File: src/rtl/vga_fb_writer.sv
// -----------------------------------------------------------------------------
// vga_fb_writer
//
// Wishbone slave that writes pixels into the VGA frame buffer through the
// write port (port A) of the 640x480x4-bit block RAM. The VGA display
// controller scans the same RAM out on its read port. Software can write a
// single pixel, or program a rectangle and launch a hardware fill that
// produces one frame-buffer write per clock. Everything runs on wb_clk.
//
// Register map (register select = i_wb_adr[4:2]):
//   0x00 CTRL   bit0 START (write 1 launches a fill, reads 0)
//               bit1 BUSY  (read-only, fill in progress)
//               bit2 DONE  (sticky, write 1 clears)
//               bit3 ERR   (sticky, write 1 clears)
//   0x04 ORIGIN x0 [11:0], y0 [27:16]
//   0x08 SIZE   w  [11:0], h  [27:16]
//   0x0C COLOR  fill colour [3:0]
//   0x10 PIXEL  x [11:0], y [27:16], colour [31:28]; a write draws one pixel
//   other       read 0, writes ignored, still acknowledged
//
// Ports:
//   wb_clk    in   system / Wishbone clock
//   wb_rst    in   asynchronous active-high reset
//   i_wb_adr  in   byte address
//   i_wb_dat  in   write data
//   i_wb_sel  in   byte selects (all accesses are treated as full-word)
//   i_wb_we   in   write enable
//   i_wb_cyc  in   bus cycle
//   i_wb_stb  in   strobe
//   o_wb_rdt  out  registered read data, valid with o_wb_ack
//   o_wb_ack  out  registered acknowledge
//   o_fb_we   out  frame-buffer write strobe
//   o_fb_adr  out  frame-buffer address, y*FB_W + x
//   o_fb_dat  out  pixel value
//   o_busy    out  rectangle fill in progress
// -----------------------------------------------------------------------------
module vga_fb_writer #(
  parameter int FB_W = 640,
  parameter int FB_H = 480
) (
  input  logic        wb_clk,
  input  logic        wb_rst,
  input  logic [5:0]  i_wb_adr,
  input  logic [31:0] i_wb_dat,
  input  logic [3:0]  i_wb_sel,
  input  logic        i_wb_we,
  input  logic        i_wb_cyc,
  input  logic        i_wb_stb,
  output logic [31:0] o_wb_rdt,
  output logic        o_wb_ack,
  output logic        o_fb_we,
  output logic [18:0] o_fb_adr,
  output logic [3:0]  o_fb_dat,
  output logic        o_busy
);

  localparam int ADR_W = 19;

  // Coordinate limits widened to 13 bits so x0+w / y0+h never wrap.
  localparam logic [12:0]      FB_W13   = 13'(FB_W);
  localparam logic [12:0]      FB_H13   = 13'(FB_H);
  localparam logic [ADR_W-1:0] ROW_STEP = ADR_W'(FB_W);

  localparam logic [2:0] SEL_CTRL   = 3'd0;
  localparam logic [2:0] SEL_ORIGIN = 3'd1;
  localparam logic [2:0] SEL_SIZE   = 3'd2;
  localparam logic [2:0] SEL_COLOR  = 3'd3;
  localparam logic [2:0] SEL_PIXEL  = 3'd4;

  typedef enum logic [1:0] {
    IDLE = 2'd0,
    FILL = 2'd1,
    DONE = 2'd2
  } state_t;

  // Row start address for a 640-wide frame: y*640 = y*512 + y*128.
  function automatic logic [ADR_W-1:0] row_base(input logic [11:0] y);
    logic [ADR_W-1:0] yy;
    yy = ADR_W'(y);
    return (yy << 9) + (yy << 7);
  endfunction

  // ---------------------------------------------------------------------------
  // Software-visible registers
  // ---------------------------------------------------------------------------
  logic [11:0] x0, y0, w, h;
  logic [3:0]  color;
  logic [11:0] px, py;
  logic [3:0]  pcol;
  logic        done_bit, err_bit;

  // ---------------------------------------------------------------------------
  // Fill engine state
  // ---------------------------------------------------------------------------
  state_t           state;
  logic [11:0]      cx, cy;          // coordinate currently on o_fb_adr
  logic [11:0]      x_first;         // column each row restarts at
  logic [11:0]      x_last, y_last;  // last column / row after clipping
  logic [ADR_W-1:0] rowbase;         // address of (0, cy)

  // ---------------------------------------------------------------------------
  // Bus decode
  // ---------------------------------------------------------------------------
  logic       req, commit;
  logic [2:0] sel;
  logic       wr_ctrl, wr_origin, wr_size, wr_color, wr_pixel;
  logic       start_req, launch;
  logic       wr_while_busy;
  logic [11:0] new_px, new_py;
  logic [3:0]  new_pc;
  logic        pix_in_range, pix_go, pix_bad;

  assign req    = i_wb_cyc & i_wb_stb;
  assign sel    = i_wb_adr[4:2];
  // A write takes effect in the cycle the acknowledge is presented.
  assign commit = o_wb_ack & req & i_wb_we;

  assign wr_ctrl   = commit && (sel == SEL_CTRL);
  assign wr_origin = commit && (sel == SEL_ORIGIN);
  assign wr_size   = commit && (sel == SEL_SIZE);
  assign wr_color  = commit && (sel == SEL_COLOR);
  assign wr_pixel  = commit && (sel == SEL_PIXEL);

  assign start_req = wr_ctrl & i_wb_dat[0];
  assign launch    = start_req & ~o_busy;

  // Anything that could disturb a running fill is refused and flagged.
  assign wr_while_busy = o_busy & (wr_origin | wr_size | wr_color | wr_pixel | start_req);

  assign new_px = i_wb_dat[11:0];
  assign new_py = i_wb_dat[27:16];
  assign new_pc = i_wb_dat[31:28];

  assign pix_in_range = ({1'b0, new_px} < FB_W13) && ({1'b0, new_py} < FB_H13);
  assign pix_go       = wr_pixel & ~o_busy & pix_in_range;
  assign pix_bad      = wr_pixel & ~o_busy & ~pix_in_range;

  // ---------------------------------------------------------------------------
  // Rectangle clipping: exclusive end coordinates saturate at the frame edge.
  // ---------------------------------------------------------------------------
  logic [12:0] x_sum, y_sum, xe, ye;
  logic        fill_empty;

  assign x_sum = {1'b0, x0} + {1'b0, w};
  assign y_sum = {1'b0, y0} + {1'b0, h};
  assign xe    = (x_sum > FB_W13) ? FB_W13 : x_sum;
  assign ye    = (y_sum > FB_H13) ? FB_H13 : y_sum;

  assign fill_empty = (w == 12'd0) || (h == 12'd0) ||
                      ({1'b0, x0} >= FB_W13) || ({1'b0, y0} >= FB_H13);

  // ---------------------------------------------------------------------------
  // Read mux
  // ---------------------------------------------------------------------------
  logic [31:0] rd_mux;

  always_comb begin
    // NOTE: default assignment first so no path through the case leaves
    // rd_mux unassigned (which would infer a latch).
    rd_mux = '0;
    case (sel)
      SEL_CTRL:   rd_mux = {28'd0, err_bit, done_bit, o_busy, 1'b0};
      SEL_ORIGIN: rd_mux = {4'd0, y0, 4'd0, x0};
      SEL_SIZE:   rd_mux = {4'd0, h, 4'd0, w};
      SEL_COLOR:  rd_mux = {28'd0, color};
      SEL_PIXEL:  rd_mux = {pcol, py, 4'd0, px};
      default:    rd_mux = '0;
    endcase
  end

  // ---------------------------------------------------------------------------
  // Wishbone handshake: one-cycle registered ack, so back-to-back requests
  // are acknowledged every other cycle.
  // ---------------------------------------------------------------------------
  always_ff @(posedge wb_clk or posedge wb_rst) begin
    if (wb_rst) begin
      o_wb_ack <= 1'b0;
      o_wb_rdt <= '0;
    end else begin
      // NOTE: sequential state uses non-blocking assignments so every
      // register samples pre-edge values regardless of statement order.
      o_wb_ack <= ~o_wb_ack & req;
      if (~o_wb_ack & req) begin
        o_wb_rdt <= rd_mux;
      end
    end
  end

  // ---------------------------------------------------------------------------
  // Register file and sticky status bits
  // ---------------------------------------------------------------------------
  always_ff @(posedge wb_clk or posedge wb_rst) begin
    if (wb_rst) begin
      x0       <= '0;
      y0       <= '0;
      w        <= '0;
      h        <= '0;
      color    <= '0;
      px       <= '0;
      py       <= '0;
      pcol     <= '0;
      done_bit <= 1'b0;
      err_bit  <= 1'b0;
    end else begin
      if (~o_busy) begin
        if (wr_origin) begin
          x0 <= i_wb_dat[11:0];
          y0 <= i_wb_dat[27:16];
        end
        if (wr_size) begin
          w <= i_wb_dat[11:0];
          h <= i_wb_dat[27:16];
        end
        if (wr_color) begin
          color <= i_wb_dat[3:0];
        end
        if (wr_pixel) begin
          px   <= new_px;
          py   <= new_py;
          pcol <= new_pc;
        end
      end

      // Completion of a fill wins over a software clear in the same cycle,
      // so a finished fill is never lost.
      if (state == DONE) begin
        done_bit <= 1'b1;
      end else if (wr_ctrl && i_wb_dat[2]) begin
        done_bit <= 1'b0;
      end

      if (wr_while_busy || pix_bad) begin
        err_bit <= 1'b1;
      end else if (wr_ctrl && i_wb_dat[3]) begin
        err_bit <= 1'b0;
      end
    end
  end

  // ---------------------------------------------------------------------------
  // Fill FSM and frame-buffer port. Outputs are registered: the first fill
  // pixel is presented in the same edge that enters FILL, and each FILL cycle
  // loads the next pixel, so o_fb_we is high for exactly the FILL cycles.
  // ---------------------------------------------------------------------------
  always_ff @(posedge wb_clk or posedge wb_rst) begin
    if (wb_rst) begin
      state    <= IDLE;
      o_busy   <= 1'b0;
      o_fb_we  <= 1'b0;
      o_fb_adr <= '0;
      o_fb_dat <= '0;
      cx       <= '0;
      cy       <= '0;
      x_first  <= '0;
      x_last   <= '0;
      y_last   <= '0;
      rowbase  <= '0;
    end else begin
      o_fb_we <= 1'b0;
      case (state)
        // DONE lasts one cycle; it accepts the same requests as IDLE because
        // the engine is already free again.
        IDLE, DONE: begin
          state <= IDLE;
          if (launch) begin
            if (fill_empty) begin
              state <= DONE;
            end else begin
              state    <= FILL;
              o_busy   <= 1'b1;
              x_first  <= x0;
              x_last   <= 12'(xe - 13'd1);
              y_last   <= 12'(ye - 13'd1);
              cx       <= x0;
              cy       <= y0;
              rowbase  <= row_base(y0);
              o_fb_we  <= 1'b1;
              o_fb_adr <= row_base(y0) + ADR_W'(x0);
              // o_fb_dat holds the fill colour for the whole fill, so later
              // COLOR writes cannot change a fill already in flight.
              o_fb_dat <= color;
            end
          end else if (pix_go) begin
            o_fb_we  <= 1'b1;
            o_fb_adr <= row_base(new_py) + ADR_W'(new_px);
            o_fb_dat <= new_pc;
          end
        end

        FILL: begin
          if (cx == x_last) begin
            if (cy == y_last) begin
              state  <= DONE;
              o_busy <= 1'b0;
            end else begin
              cx       <= x_first;
              cy       <= cy + 12'd1;
              rowbase  <= rowbase + ROW_STEP;
              o_fb_we  <= 1'b1;
              o_fb_adr <= rowbase + ROW_STEP + ADR_W'(x_first);
            end
          end else begin
            cx       <= cx + 12'd1;
            o_fb_we  <= 1'b1;
            o_fb_adr <= rowbase + ADR_W'(cx + 12'd1);
          end
        end

        default: begin
          state  <= IDLE;
          o_busy <= 1'b0;
        end
      endcase
    end
  end

  // Inputs that carry no information for this block.
  logic unused_inputs;
  assign unused_inputs = ^{i_wb_sel, i_wb_adr[5], i_wb_adr[1:0], i_wb_dat[15:12]};

endmodule

File: config.mk
export PLATFORM = sky130hd
export DESIGN_NAME = vga_fb_writer
export DESIGN_NICKNAME = d
export VERILOG_FILES = /design/src/rtl/vga_fb_writer.sv
export SDC_FILE = /design/constraint.sdc
export NUM_CORES = 1
export LEC_CHECK = 0
export CORE_ASPECT_RATIO = 0.5
export CORE_MARGIN = 2
export CORE_UTILIZATION = 35
export CTS_CLUSTER_DIAMETER = 120
export DETAILED_ROUTE_END_ITERATION = 6
export SLEW_MARGIN = 20
export SYNTH_ARGS = -nofsm -noshare
export SYNTH_HDL_FRONTEND = slang
export SYNTH_SLANG_ARGS = --single-unit
File: constraint.sdc
create_clock -name wb_clk -period 7.82 [get_ports wb_clk]
set_input_delay 1.173 -clock wb_clk [delete_from_list [all_inputs] [get_ports wb_clk]]
set_output_delay 1.173 -clock wb_clk [all_outputs]
set_load 0.05 [all_outputs]
==> metrics.txt <==
Vias 11400; Req. time, crit path 8.27 ns; Critical Path Sink Type flop; hold path depth 2; Pleak 0.00710 uW; initial core utilization between 30% and 40%; CTS sink count 210; Worst Hold Path EP o_fb_adr[3]; number of setup buffers added after CTS 0; clock tree buffer depth 3; final hold violation count 0; GPL Wtd Cong approximately 0.9; pwr/cell area 154 mW/mm2; DR iter-0 viols about 900; CORE AREA 0.0378 mm2; layout cells sized above 1 9.94%; r2r endpoint y_last[8]; status completed; die footprint a little over 0.04 mm2; Synth area leaders dfrtp_1 (39%), ha_1 (6.8%), mux2_2 (6.7%), o21ai_0 (4.4%), nand2_1 (4.2%); largest net degree at the start of global routing slightly above 90; Die H between 100 and 150 um; # IOs 105; wirelength, routed 40900 um; mean post-synth cell area 9.14 um2; register area about 0.0053 mm2; fmax ~0.21 GHz; Hold WC Path Type flop to flop; IO buf count 89; GR Util All Layers 20.3%; DRC errors left 0; combinational power share 8.0%; clk slew on worst S/H paths 0.06 ns; Pwr Total around 2400 uW; TritonCTS Buffers 24; switch share 25.4%; WL per Instance between 15 and 20 um; Hold Crit Start o_fb_adr[3]; Synth cell types 80; Crit Path Class primary input to flop; fill cell count 3762; final setup TNS 0 ns; clock share of power 46.6%; internal power 1800 uW; Reg2Reg Setup Slack 3.65 ns; worst IR drop on VDD approximately 120 uV; Net count, final ~1700; register share of total power 45.4%; Slew headroom 28.5%; R2R depth 16; ys flop type dfrtp_1; post-synthesis sequential area ratio 38.7%; worst r2r src y0[0]; commonest non-fill, non-tap cell in the layout dfrtp_1; diode count 0; minimum clock period 4.78 ns; critical-path maximum fanout 27; Max Cap Viol 0; grt total ovfl 0; Core Rows 50; share of the synthesized area in the top cell type 38.7%; Yosys Warn Count 0; area of the multi-input gates between 0.007 and 0.008 mm2; DR pass1 iterations 5; cell count after synthesis roughly 1500; Setup crit start kind primary input; area leader, netlist dfrtp_1; worst skew pair latency around 0.55 ns; max-slew violations 0; die width 282 um; vias in the first global route ~11000; Worst Path Arrival 5.24 ns; Worst Max-Slew Pin Slew 1.07 ns; setup violators final 0; HPWL Detailed 29400 um; asr flop ratio synth 100%; remaining antenna violation count 0; initial antenna violation count 0; number of hold buffers added after cts 0; via/cell ratio between 5 and 6; global-route wire length before repair 63900 um; PostCTS Resize Cnt 0; H-tree depth 1; period utilization around three fifths; Post-synth EDFFs 0; Net Sw Power 612 uW; post-synthesis register bit count between 200 and 250; most frequent cells in the layout dfrtp_1 (210), nand2_1 (152), o21ai_0 (119), nor2_1 (119), a21oi_1 (105); clock skew 0.0128 ns; clk root buf clkbuf_16; CTS tree done; Mapped Area around 0.014 mm2; Syn-to-layout area delta 15.6%; RSZ-0062 raised after global routing no
[worst max-delay path: stages]
cell             delay [ns]
clkdlybuf4s50_1        0.73
nor3b_1                0.32
nand4_1                0.64
nor2_2                 0.69
buf_4                  0.40
or2_1                  0.84
o21ai_0                0.22
a22oi_1                0.18
[logic make-up (layout without fill, tap and decap cells)]
family                   Yosys count  in the layout  synth area share (%)
multiplexers                     104            104                  8.52
adder cells (fa/ha/maj)           82             82                  8.01
other                              1              4                0.0277
flip-flops                       210            210                  38.7
buffers and inverters            121            185                  3.65
AO/OA/AOI/OAI                    402            402                  18.7
XOR/XNOR                          96             96                  6.20
AND/OR/NAND/NOR                  467            467                  16.2
[through the flow]
stage	util (%)	area [um2]	hold slack [ns]	std cells	worst slack (ns)
floorplan	-	13600	0.447	1486	0.909
finish	41.5	15700	0.478	2070	3.04
CTS	41.5	15700	0.479	2070	3.11
detailed placement	39.5	14900	0.463	2027	2.56
global route	41.5	15700	0.499	2070	2.79
global placement	39.5	14900	0.463	2027	2.59
[per-layer routing]
metal / routed length (um) / vias up / GRT usage (%)
met5: 0 / - / 0
met2: 17200 / 323 / 30.4
met1: 20500 / 5608 / 30.9
li1: - / 5466 / -
met3: 2310 / 44 / 2.72
met4: 856 / 0 / 4.43
[sequential cells by signal, indices dropped and copies added (netlist names), 2 cells and up]
register / count
o_fb_adr: 19
rowbase: 12
pcol: 4
h: 12
state: 2
px: 12
cy: 12
color: 4
x_first: 12
cx: 12
w: 12
y0: 12
o_wb_rdt: 28
x_last: 12
py: 12
o_fb_dat: 4
y_last: 12
x0: 12
[worst max path at each step]
| stage | slack (ns) | endpoint | cells past startpoint | from |
|---|---|---|---|---|
| floorplan | 0.91 | color[0] | 1 | wb_rst |
| global placement | 2.59 | cy[2] | 8 | i_wb_adr[3] |
| detailed placement | 2.56 | cy[2] | 8 | i_wb_adr[3] |
| CTS | 3.11 | cy[2] | 8 | i_wb_adr[3] |
| global route | 2.79 | cy[2] | 8 | i_wb_adr[3] |
| finish | 3.04 | cy[2] | 8 | i_wb_adr[3] |
[final cells by class]
type                    count  area share, %
clock buffers              40           4.72
flip-flops and latches    210           33.5
clock inverters             3          0.192
inverters                  36          0.910
well taps                 520           4.15
repair buffers            106           6.50
multi-input cells        1155           50.0
[power by group through the flow]
stage / Combinational (uW) / Sequential (uW) / Clock, uW
after floorplan: 97.4 / 1120 / 0
after global placement: 193 / 1110 / 0
after detailed placement: 192 / 1110 / 0
after CTS: 193 / 1090 / 1140
after global routing: 210 / 1090 / 1190
final: 194 / 1090 / 1120
[synthesized netlist by cell type, types with 11 or more instances]
cell	instances
and2_1	13
mux2i_1	21
nor2_1	121
nor4_1	21
mux2_2	81
a22oi_1	28
and3_1	12
ha_1	74
dfrtp_1	210
a31oi_1	11
xnor2_1	42
o21ai_0	119
clkbuf_1	62
o22ai_1	15
nand4_1	17
nor3_1	30
inv_1	35
nand3_1	44
o21a_1	13
a211oi_1	19
a21oi_1	105
nand2_1	152
a21o_1	12
xor2_1	54
(Power assumes the default switching activity.)
